[config.mk]
export PLATFORM = sky130hd
export DESIGN_NAME = wb_periph_mux
export DESIGN_NICKNAME = d
export VERILOG_FILES = /design/src/rtl/wb_periph_mux.sv
export SDC_FILE = /design/constraint.sdc
export NUM_CORES = 1
export LEC_CHECK = 0
export ABC_AREA = 1
export CAP_MARGIN = 20
export CORE_MARGIN = 2
export CORE_UTILIZATION = 41
export DETAILED_ROUTE_END_ITERATION = 12
export GPL_ROUTABILITY_DRIVEN = 0
export PLACE_DENSITY = 0.78
export REMOVE_ABC_BUFFERS = 1
export SYNTH_ARGS = -nofsm -noshare
export SYNTH_HDL_FRONTEND = slang
export SYNTH_SLANG_ARGS = --single-unit
[constraint.sdc]
create_clock -name wb_clk_i -period 1.6 [get_ports wb_clk_i]
set_input_delay 0.32 -clock wb_clk_i [delete_from_list [all_inputs] [get_ports wb_clk_i]]
set_output_delay 0.32 -clock wb_clk_i [all_outputs]
set_load 0.02 [all_outputs]
[src/rtl/wb_periph_mux.sv]
// wb_periph_mux: Wishbone classic decoder/mux fanning one slave port out to NS
// downstream slaves, plus a local register slot (interrupt aggregation, error log).
//
// Ports:
//   wb_clk_i, wb_rst_ni              clock, asynchronous active-low reset
//   wbs_cyc_i, wbs_stb_i, wbs_we_i   upstream Wishbone classic controls
//   wbs_sel_i, wbs_adr_i, wbs_dat_i  byte selects, address, write data
//   wbs_ack_o, wbs_dat_o             registered ack and read data
//   m_cyc_o, m_stb_o                 one-hot per-slave cycle/strobe (slaves share wbs_adr/dat/we/sel)
//   m_ack_i, m_dat_i                 per-slave ack and read data (slave i at bits 32i+31:32i)
//   irq_i, irq_o                     slave level interrupts, aggregated interrupt
module wb_periph_mux #(
    parameter int unsigned NS          = 4,
    parameter int unsigned DEC_LSB     = 16,
    parameter int unsigned DEC_W       = 4,
    parameter int unsigned SLOT_STRIDE = 2,
    parameter int unsigned TIMEOUT     = 255,
    parameter logic [31:0] ERR_DATA    = 32'hDEADBEEF
) (
    input  logic               wb_clk_i,
    input  logic               wb_rst_ni,
    input  logic               wbs_cyc_i,
    input  logic               wbs_stb_i,
    input  logic               wbs_we_i,
    input  logic [3:0]         wbs_sel_i,
    input  logic [31:0]        wbs_adr_i,
    input  logic [31:0]        wbs_dat_i,
    output logic               wbs_ack_o,
    output logic [31:0]        wbs_dat_o,
    output logic [NS-1:0]      m_cyc_o,
    output logic [NS-1:0]      m_stb_o,
    input  logic [NS-1:0]      m_ack_i,
    input  logic [NS*32-1:0]   m_dat_i,
    input  logic [NS-1:0]      irq_i,
    output logic               irq_o
);
    localparam int unsigned KW = (NS > 1) ? $clog2(NS) : 1;

    typedef enum logic [2:0] {IDLE, FWD, REG, ERR, RESP} state_e;

    state_e            state_q, state_d;
    logic [KW-1:0]     k_q, k_d, hit_k;
    logic              hit;
    logic [DEC_W-1:0]  field;
    logic [15:0]       wait_q, wait_d;
    logic [15:0]       err_cnt_q, err_cnt_d;
    logic [31:0]       err_adr_q, err_adr_d;
    logic [NS-1:0]     mask_q, mask_d, pend_q, pend_d, prev_q, w1c;
    logic              ack_q, irq_q;
    logic [31:0]       dat_q, dat_d;
    logic              timeout, slv_ack, err_evt, reg_wr;
    logic [31:0]       slv_dat, reg_rd, resp_dat;
    logic [7:0]        off;
    logic              unused_bits;

    assign unused_bits = ^{wbs_sel_i[3:1], wbs_dat_i[31:NS]};
    assign wbs_ack_o   = ack_q;
    assign wbs_dat_o   = dat_q;
    assign irq_o       = irq_q;

    // Slot match takes priority over the all-ones register window.
    always_comb begin
        field = wbs_adr_i[DEC_LSB +: DEC_W];
        hit   = 1'b0;
        hit_k = '0;
        for (int i = 0; i < NS; i++) begin
            if (32'(field) == i * SLOT_STRIDE) begin
                hit   = 1'b1;
                hit_k = KW'(i);
            end
        end
    end

    always_ff @(posedge wb_clk_i or negedge wb_rst_ni) begin
        if (!wb_rst_ni) state_q <= IDLE;
        else            state_q <= state_d;
    end

    // Dropping cyc in any waiting state abandons the cycle without an ack.
    always_comb begin
        state_d = state_q;
        case (state_q)
            IDLE:    if (wbs_cyc_i && wbs_stb_i) state_d = hit ? FWD : (&field ? REG : ERR);
            FWD:     state_d = !wbs_cyc_i ? IDLE : (slv_ack || timeout) ? RESP : FWD;
            REG,
            ERR:     state_d = !wbs_cyc_i ? IDLE : RESP;
            RESP:    state_d = IDLE;
            default: state_d = IDLE;
        endcase
    end

    always_comb begin
        m_stb_o = '0;
        for (int i = 0; i < NS; i++) m_stb_o[i] = (state_q == FWD) && (k_q == KW'(i));
        m_cyc_o = m_stb_o;
    end

    always_comb begin
        slv_ack   = m_ack_i[k_q];
        slv_dat   = m_dat_i[32*k_q +: 32];
        off       = wbs_adr_i[7:0];
        timeout   = wait_q == 16'(TIMEOUT - 1);
        err_evt   = wbs_cyc_i && (state_q == ERR || (state_q == FWD && !slv_ack && timeout));
        reg_wr    = wbs_cyc_i && state_q == REG && wbs_we_i && wbs_sel_i[0];
        w1c       = (reg_wr && off == 8'h08) ? wbs_dat_i[NS-1:0] : '0;
        reg_rd    = off == 8'h00 ? 32'(irq_i) :
                    off == 8'h04 ? 32'(mask_q) :
                    off == 8'h08 ? 32'(pend_q) :
                    off == 8'h0C ? 32'(err_cnt_q) :
                    off == 8'h10 ? err_adr_q : 32'd0;
        resp_dat  = (state_q == FWD && slv_ack) ? slv_dat : (state_q == REG) ? reg_rd : ERR_DATA;
        dat_d     = (state_d == RESP) ? resp_dat : dat_q;
        k_d       = (state_q == IDLE) ? hit_k : k_q;
        wait_d    = (state_q == FWD) ? wait_q + 16'd1 : 16'd0;
        err_cnt_d = (reg_wr && off == 8'h0C) ? 16'd0 :
                    (err_evt && err_cnt_q != 16'hFFFF) ? err_cnt_q + 16'd1 : err_cnt_q;
        err_adr_d = err_evt ? wbs_adr_i : err_adr_q;
        mask_d    = (reg_wr && off == 8'h04) ? wbs_dat_i[NS-1:0] : mask_q;
        // A rising edge seen in the same cycle as the clear keeps the bit set.
        pend_d    = (pend_q & ~w1c) | (irq_i & ~prev_q);
    end

    always_ff @(posedge wb_clk_i or negedge wb_rst_ni) begin
        if (!wb_rst_ni) begin
            k_q       <= '0;
            wait_q    <= '0;
            err_cnt_q <= '0;
            err_adr_q <= '0;
            mask_q    <= '0;
            pend_q    <= '0;
            prev_q    <= '0;
            ack_q     <= 1'b0;
            dat_q     <= '0;
            irq_q     <= 1'b0;
        end else begin
            k_q       <= k_d;
            wait_q    <= wait_d;
            err_cnt_q <= err_cnt_d;
            err_adr_q <= err_adr_d;
            mask_q    <= mask_d;
            pend_q    <= pend_d;
            prev_q    <= irq_i;
            ack_q     <= state_d == RESP;
            dat_q     <= dat_d;
            irq_q     <= |(pend_q & mask_q);
        end
    end
endmodule

# Yosys cells after proc, flatten, opt, wreduce, memory -nomap -nowiden
# Index checks and enable logic that the tools add are counted.
op_classes:
  eq_ne: 16
  shift: 1
  reduce_logical: 27
  add_sub_neg: 2
  order_cmp: 1
  mux: 27
  bitwise_logic: 6
ops:
  columns: ["cell", "count"]
  rows:
  - ["$mux 32", 7]
  - ["$shiftx 128x8->32", 1]
  - ["$mux 16", 3]
  - ["$add 16x1->16 const B", 2]
  - ["$eq 16x8->1 const B", 1]
  - ["$eq 8x4->1 const B", 2]
  - ["$logic_and 1x1->1", 16]
  - ["$ne 16x16->1 const B", 1]
  - ["$and 4x4->4", 3]
  - ["$mux 3", 4]
  - ["$pmux 3 s3", 1]
  - ["$eq 4x3->1 const B", 2]
  - ["$eq 8x3->1 const B", 1]
  - ["$eq 8x5->1 const B", 1]
  - ["$logic_not 8->1", 1]
  - ["$not 4->4", 2]
  - ["$mux 1", 7]
  - ["$eq 3x2->1 const B", 2]
  - ["$mux 2", 3]
  - ["$eq 2x2->1 const B", 2]
  - ["$eq 4x2->1 const B", 1]
  - ["$logic_not 4->1", 1]
  - ["$mux 4", 1]
  - ["$or 4x4->4", 1]
  - ["13 further kinds", 14]
totals:
  word_cells: 91
  ff_bits: 115

# Depth between registers and ports, before layout
depth:
  ltp_word: 10
  mapped_depth: 14
  mapped_depth_nobuf: 12

# Worst setup path after synthesis
# No wires, ideal clock.
synth_timing:
  path_kind: "register to output"
  start: "reg state_q[2]"
  end: "out m_stb_o[0]"
  t_arrival_ps: 1745
  path_buffers: 1
  path_slack_ps: -465
  path_stages_with_launch: 5
  path_cell_list: "dfrtp_1 -> nor3_4 -> clkinv_1 -> nor3_1 -> buf_4"
synth_via:
  elab_chain_len: 2
synth_rtl:
  columns: ["item", "line", "text"]
  rows:
  - ["start, declared", "41", "state_e state_q, state_d;"]
  - ["start signal, assigned", "76", "else state_q <= state_d;"]
  - ["$eq 3x1->1", "94", "for (int i = 0; i < NS; i++) m_stb_o[i] = (state_q == FWD) && (k_q == KW'(i));"]
  - ["$logic_and 1x1->1", "94", null]
  - ["end, declared", "31", "output logic [NS-1:0] m_stb_o,"]
# Every way passes these cells.

# Worst setup path after layout
layout_timing:
  start: "reg state_q[1]"
  end: "reg err_cnt_q[2]"
layout_via:
  elab_chain_len: 7
  word_cells_on_any_way: 14
  classes_between: "eq/ne (3); mux (1); reduce/logical (10)"
layout_rtl:
  columns: ["item", "line", "text"]
  rows:
  - ["$eq 3x1->1", "103", "err_evt = wbs_cyc_i && (state_q == ERR || (state_q == FWD && !slv_ack && timeout));"]
  - ["$logic_and 1x1->1 (2 in a row)", "103", null]
  - ["$logic_or 1x1->1", "103", null]
  - ["$logic_and 1x1->1", "103", null]
  - ["$logic_and 1x1->1", "116", "(err_evt && err_cnt_q != 16'hFFFF) ? err_cnt_q + 16'd1 : err_cnt_q;"]
  - ["$reduce_bool 2->1 (no source line)", null, null]
  - ["end signal, assigned", "138", "err_cnt_q <= err_cnt_d;"]
  - ["end, declared", "46", "logic [15:0] err_cnt_q, err_cnt_d;"]
# Parallel ways exist; a longest one is shown, timed or not.
# A chain may end at the register's enable or synchronous reset.

==> impl_metrics.py <==
metrics = {
    "run_status": {
        "status": "complete, but fails checks",
        "violations": "setup timing",
    },
    "yosys": {
        "synth_top_family_by_area": "simple AND/OR/NAND/NOR gates",
        "yosysTopAreaCellShare_pct": 43.4,
        "synth.avg_cell_area_um2": 7.17,
        "synthTopCellsByArea": "dfrtp_1, nand2_1, nand3_1, inv_1, o21ai_0",
        "ys_warn_count": 0,
        "postSynthCellCount": 926,
        "synth_seq_cells": 115,
        "synthMuxAreaShare_pct": 0,
        "synth_top_cell_by_area": "dfrtp_1",
        "synth_compound_area_share_pct": 11.1,
        "seq_area_frac_synth_pct": 43.4,
        "synth_cell_types": 31,
        "syn-cell-area_mm2": 0.00664,
        "synth_xor_xnor_area_share_pct": 1.06,
        "synth-adder-area-share_pct": 0.566,
        "synthSimpleGateAreaFrac_pct": 35.7,
    },
    "placed_design": {
        "dp_hpwl_um": 17300,
        "io_buffers": 219,
        "place_ws_ns": -0.461,
    },
    "pwr": {
        "power.density_mw_per_mm2": 997,
        "fin_total_pwr_mw": 11.6,
        "peakVddDrop_v": 0.000703,
        "p_leak_nw": 5.35,
    },
    "cts": {
        "cts_tree": "done",
        "cts.sinks": 115,
        "cts_buffer_depth": 2,
        "worstSkewPairLatency_ns": 0.42,
        "ctsHtreeMaxLevel": 4,
        "numCtsBuffers": 17,
        "clkTransAtPathRegs_ns": 0.06,
        "cts_root_buf": "clkbuf_16",
    },
    "min_path": {
        "hold_path_class": "input port to asynchronous set/reset pin",
    },
    "setup_path": {
        "start_kind": "flop",
        "cp_top_family": "simple AND/OR/NAND/NOR gates",
        "worst-path-buf-inv": 4,
        "crit_type": "flop to flop",
        "crit_arrival_ns": 2.24,
        "critPathRequiredTime_ns": 1.89,
        "cp_max_fo": 8,
        "cpMaxStageDelayCell": "dfrtp_1",
        "endpoint_kind": "flop",
        "max_stage_delay_ns": 0.41,
        "cp_cell_sequence": "nor3_4 -> buf_4 -> buf_6 -> nand3_4 -> o21bai_4 -> buf_6 -> nand3_4 -> buf_12 -> nand3_2 -> nand2_1",
    },
    "detailed_routing": {
        "drtIter0Drc": 691,
        "routed_wl_um": 28200,
        "wl_per_cell_um": 19.1,
        "drt-pass1-iter-count": 6,
        "via_count": 8282,
        "drc": 0,
        "via_per_inst": 5.59,
        "final_antenna_net_count": 0,
    },
    "timing": {
        "min_period_ns": 1.95,
        "rsz0062_at_grt": "yes",
        "slew_headroom_pct": 70.8,
        "fmax_ghz": 0.512,
        "finalWorstSetupSlack_ns": -0.354,
        "min_period_over_period_pct": 122,
        "final.setup_skew_ns": 0.00806,
        "worst_pin_slew_ns": 0.434,
        "finalMaxSlewViolations": 0,
        "tns_ns": -21.77,
        "hold_viol": 0,
        "setup_violations": 98,
    },
    "global_routing": {
        "grt_pass1_vias": 8116,
        "grt_pass1_wl_um": 41700,
        "antenna_found_initial": 0,
        "grt-ovfl-total": 0,
        "grt_max_degree": 37,
        "track_usage_pct": 30.4,
    },
    "floorplanning": {
        "rows": 46,
        "fp.dieW_um": 131,
        "io_pins": 251,
        "die_area_mm2": 0.0172,
        "initial_core_util_pct": 41.9,
        "die_y_um": 131,
        "core_mm2": 0.0158,
    },
    "layout": {
        "fill_cells": 1042,
        "multi_input_area_mm2": 0.00402,
        "fin_util_pct": 73.8,
        "syn2layout_area_growth_pct": 75.9,
        "diodes": 0,
        "regArea_mm2": 0.00288,
        "drive_gt1_share_pct": 28.5,
        "final_nets": 1464,
    },
    "run": {
        "maxCapViolCount": 0,
    },
}
## state kept, by name (all words and copies together) (netlist names)
| signal | flops |
|---|---|
| irq_o | 1 |
| err_cnt_q | 16 |
| pend_q | 4 |
| wbs_ack_o | 1 |
| wait_q | 16 |
| err_adr_q | 32 |
| state_q | 3 |
| prev_q | 4 |
| mask_q | 4 |
| k_q | 2 |
| wbs_dat_o | 32 |
## power by group
group	total (mW)	leakage [nW]	internal [mW]	switching, mW
logic	3.92	3.60	1.83	2.09
clock network	3.65	0.267	2.20	1.44
registers	4.08	1.49	3.56	0.513
total	11.6	5.35	7.60	4.05
## cells in the final DEF, fill, tap and decap left out, drive strengths merged, types with 20 or more instances in the layout
cell / n
nand3: 72
dfrtp: 115
clkbuf: 20
o21ai: 61
a22oi: 27
dlygate4sd2: 34
inv: 75
nor2: 56
nand4: 35
clkdlybuf4s50: 176
nand2: 368
a21oi: 30
buf: 138
## final timing paths
check	startpoint	to	slack, ns	cells past startpoint
max in group asynchronous	wb_rst_ni	err_adr_q[28]$_DFFE_PN0P_	0.68	3
worst min-delay path	wb_rst_ni	wait_q[5]$_DFF_PN0_	0.37	2
min in group wb_clk_i	prev_q[0]$_DFF_PN0_	pend_q[0]$_DFF_PN0_	0.41	1
worst max register to register	state_q[1]$_DFF_PN0_	err_cnt_q[2]$_DFFE_PN0P_	-0.35	10
worst max-delay path	state_q[1]$_DFF_PN0_	err_cnt_q[2]$_DFFE_PN0P_	-0.35	10
worst min register to register	prev_q[0]$_DFF_PN0_	pend_q[0]$_DFF_PN0_	0.41	1
## cell type report
cell class	count	area share (%)
Inverter	78	2.91
Multi-Input combinational cell	690	34.4
Tap cell	216	2.31
Sequential cell	115	24.7
Timing Repair Buffer	350	30.9
Clock buffer	19	3.88
Clock inverter	13	0.943
## per-layer routing
metal	part of all wire [%]	vias to the layer above	wire, um	GRT usage [%]
li1	-	3688	-	-
met1	36	3940	10200	34.5
met2	49	504	14000	53.1
met3	8.5	150	2410	7.56
met4	5.8	0	1630	15.7
met5	0	-	0	0
## Yosys cell counts, drive strengths merged
cell    number
a21oi       30
a22oi       27
buf         31
clkbuf      12
clkinv       1
dfrtp      115
ha           3
inv         77
nand2      368
nand3       72
nand4       35
nor2        56
nor3        19
nor4         2
o211ai       6
o21a         1
o21ai       61
o21bai       1
o32ai        1
xnor2        3
xor2         5
## per-stage QoR
stage	area [um2]	std cells	hold WS, ns
after floorplan	6390	883	0.0244
after global placement	9770	1413	0.265
after detailed placement	9770	1413	0.263
after CTS	11200	1474	0.362
after global routing	11700	1481	0.425
final	11700	1481	0.371
## cell families after synthesis
group / after synthesis
buffers and inverters: 121
DFF: 115
adders and majority gates: 3
xor gates and xnor gates: 8
AOI/OAI and AO/OA: 127
and+or+nand+nor: 552
## worst reg2reg max path, delay by kind of cell (launching register included)
kind,cells,cell delay (ns)
buffers and inverters,4,0.59
DFF,1,0.41
and+or+nand+nor,5,0.66
AOI/OAI and AO/OA,1,0.16
## what timing repair did
item,4_1_cts,5_1_grt
gates cloned,8,1
hold buffers,1,0
pin swaps,44,46
setup buffers,20,9
setup endpoints to repair,133,102
gates resized for setup,249,114
endpoints found under the hold margin,23,0
(Power assumes the default switching activity.)
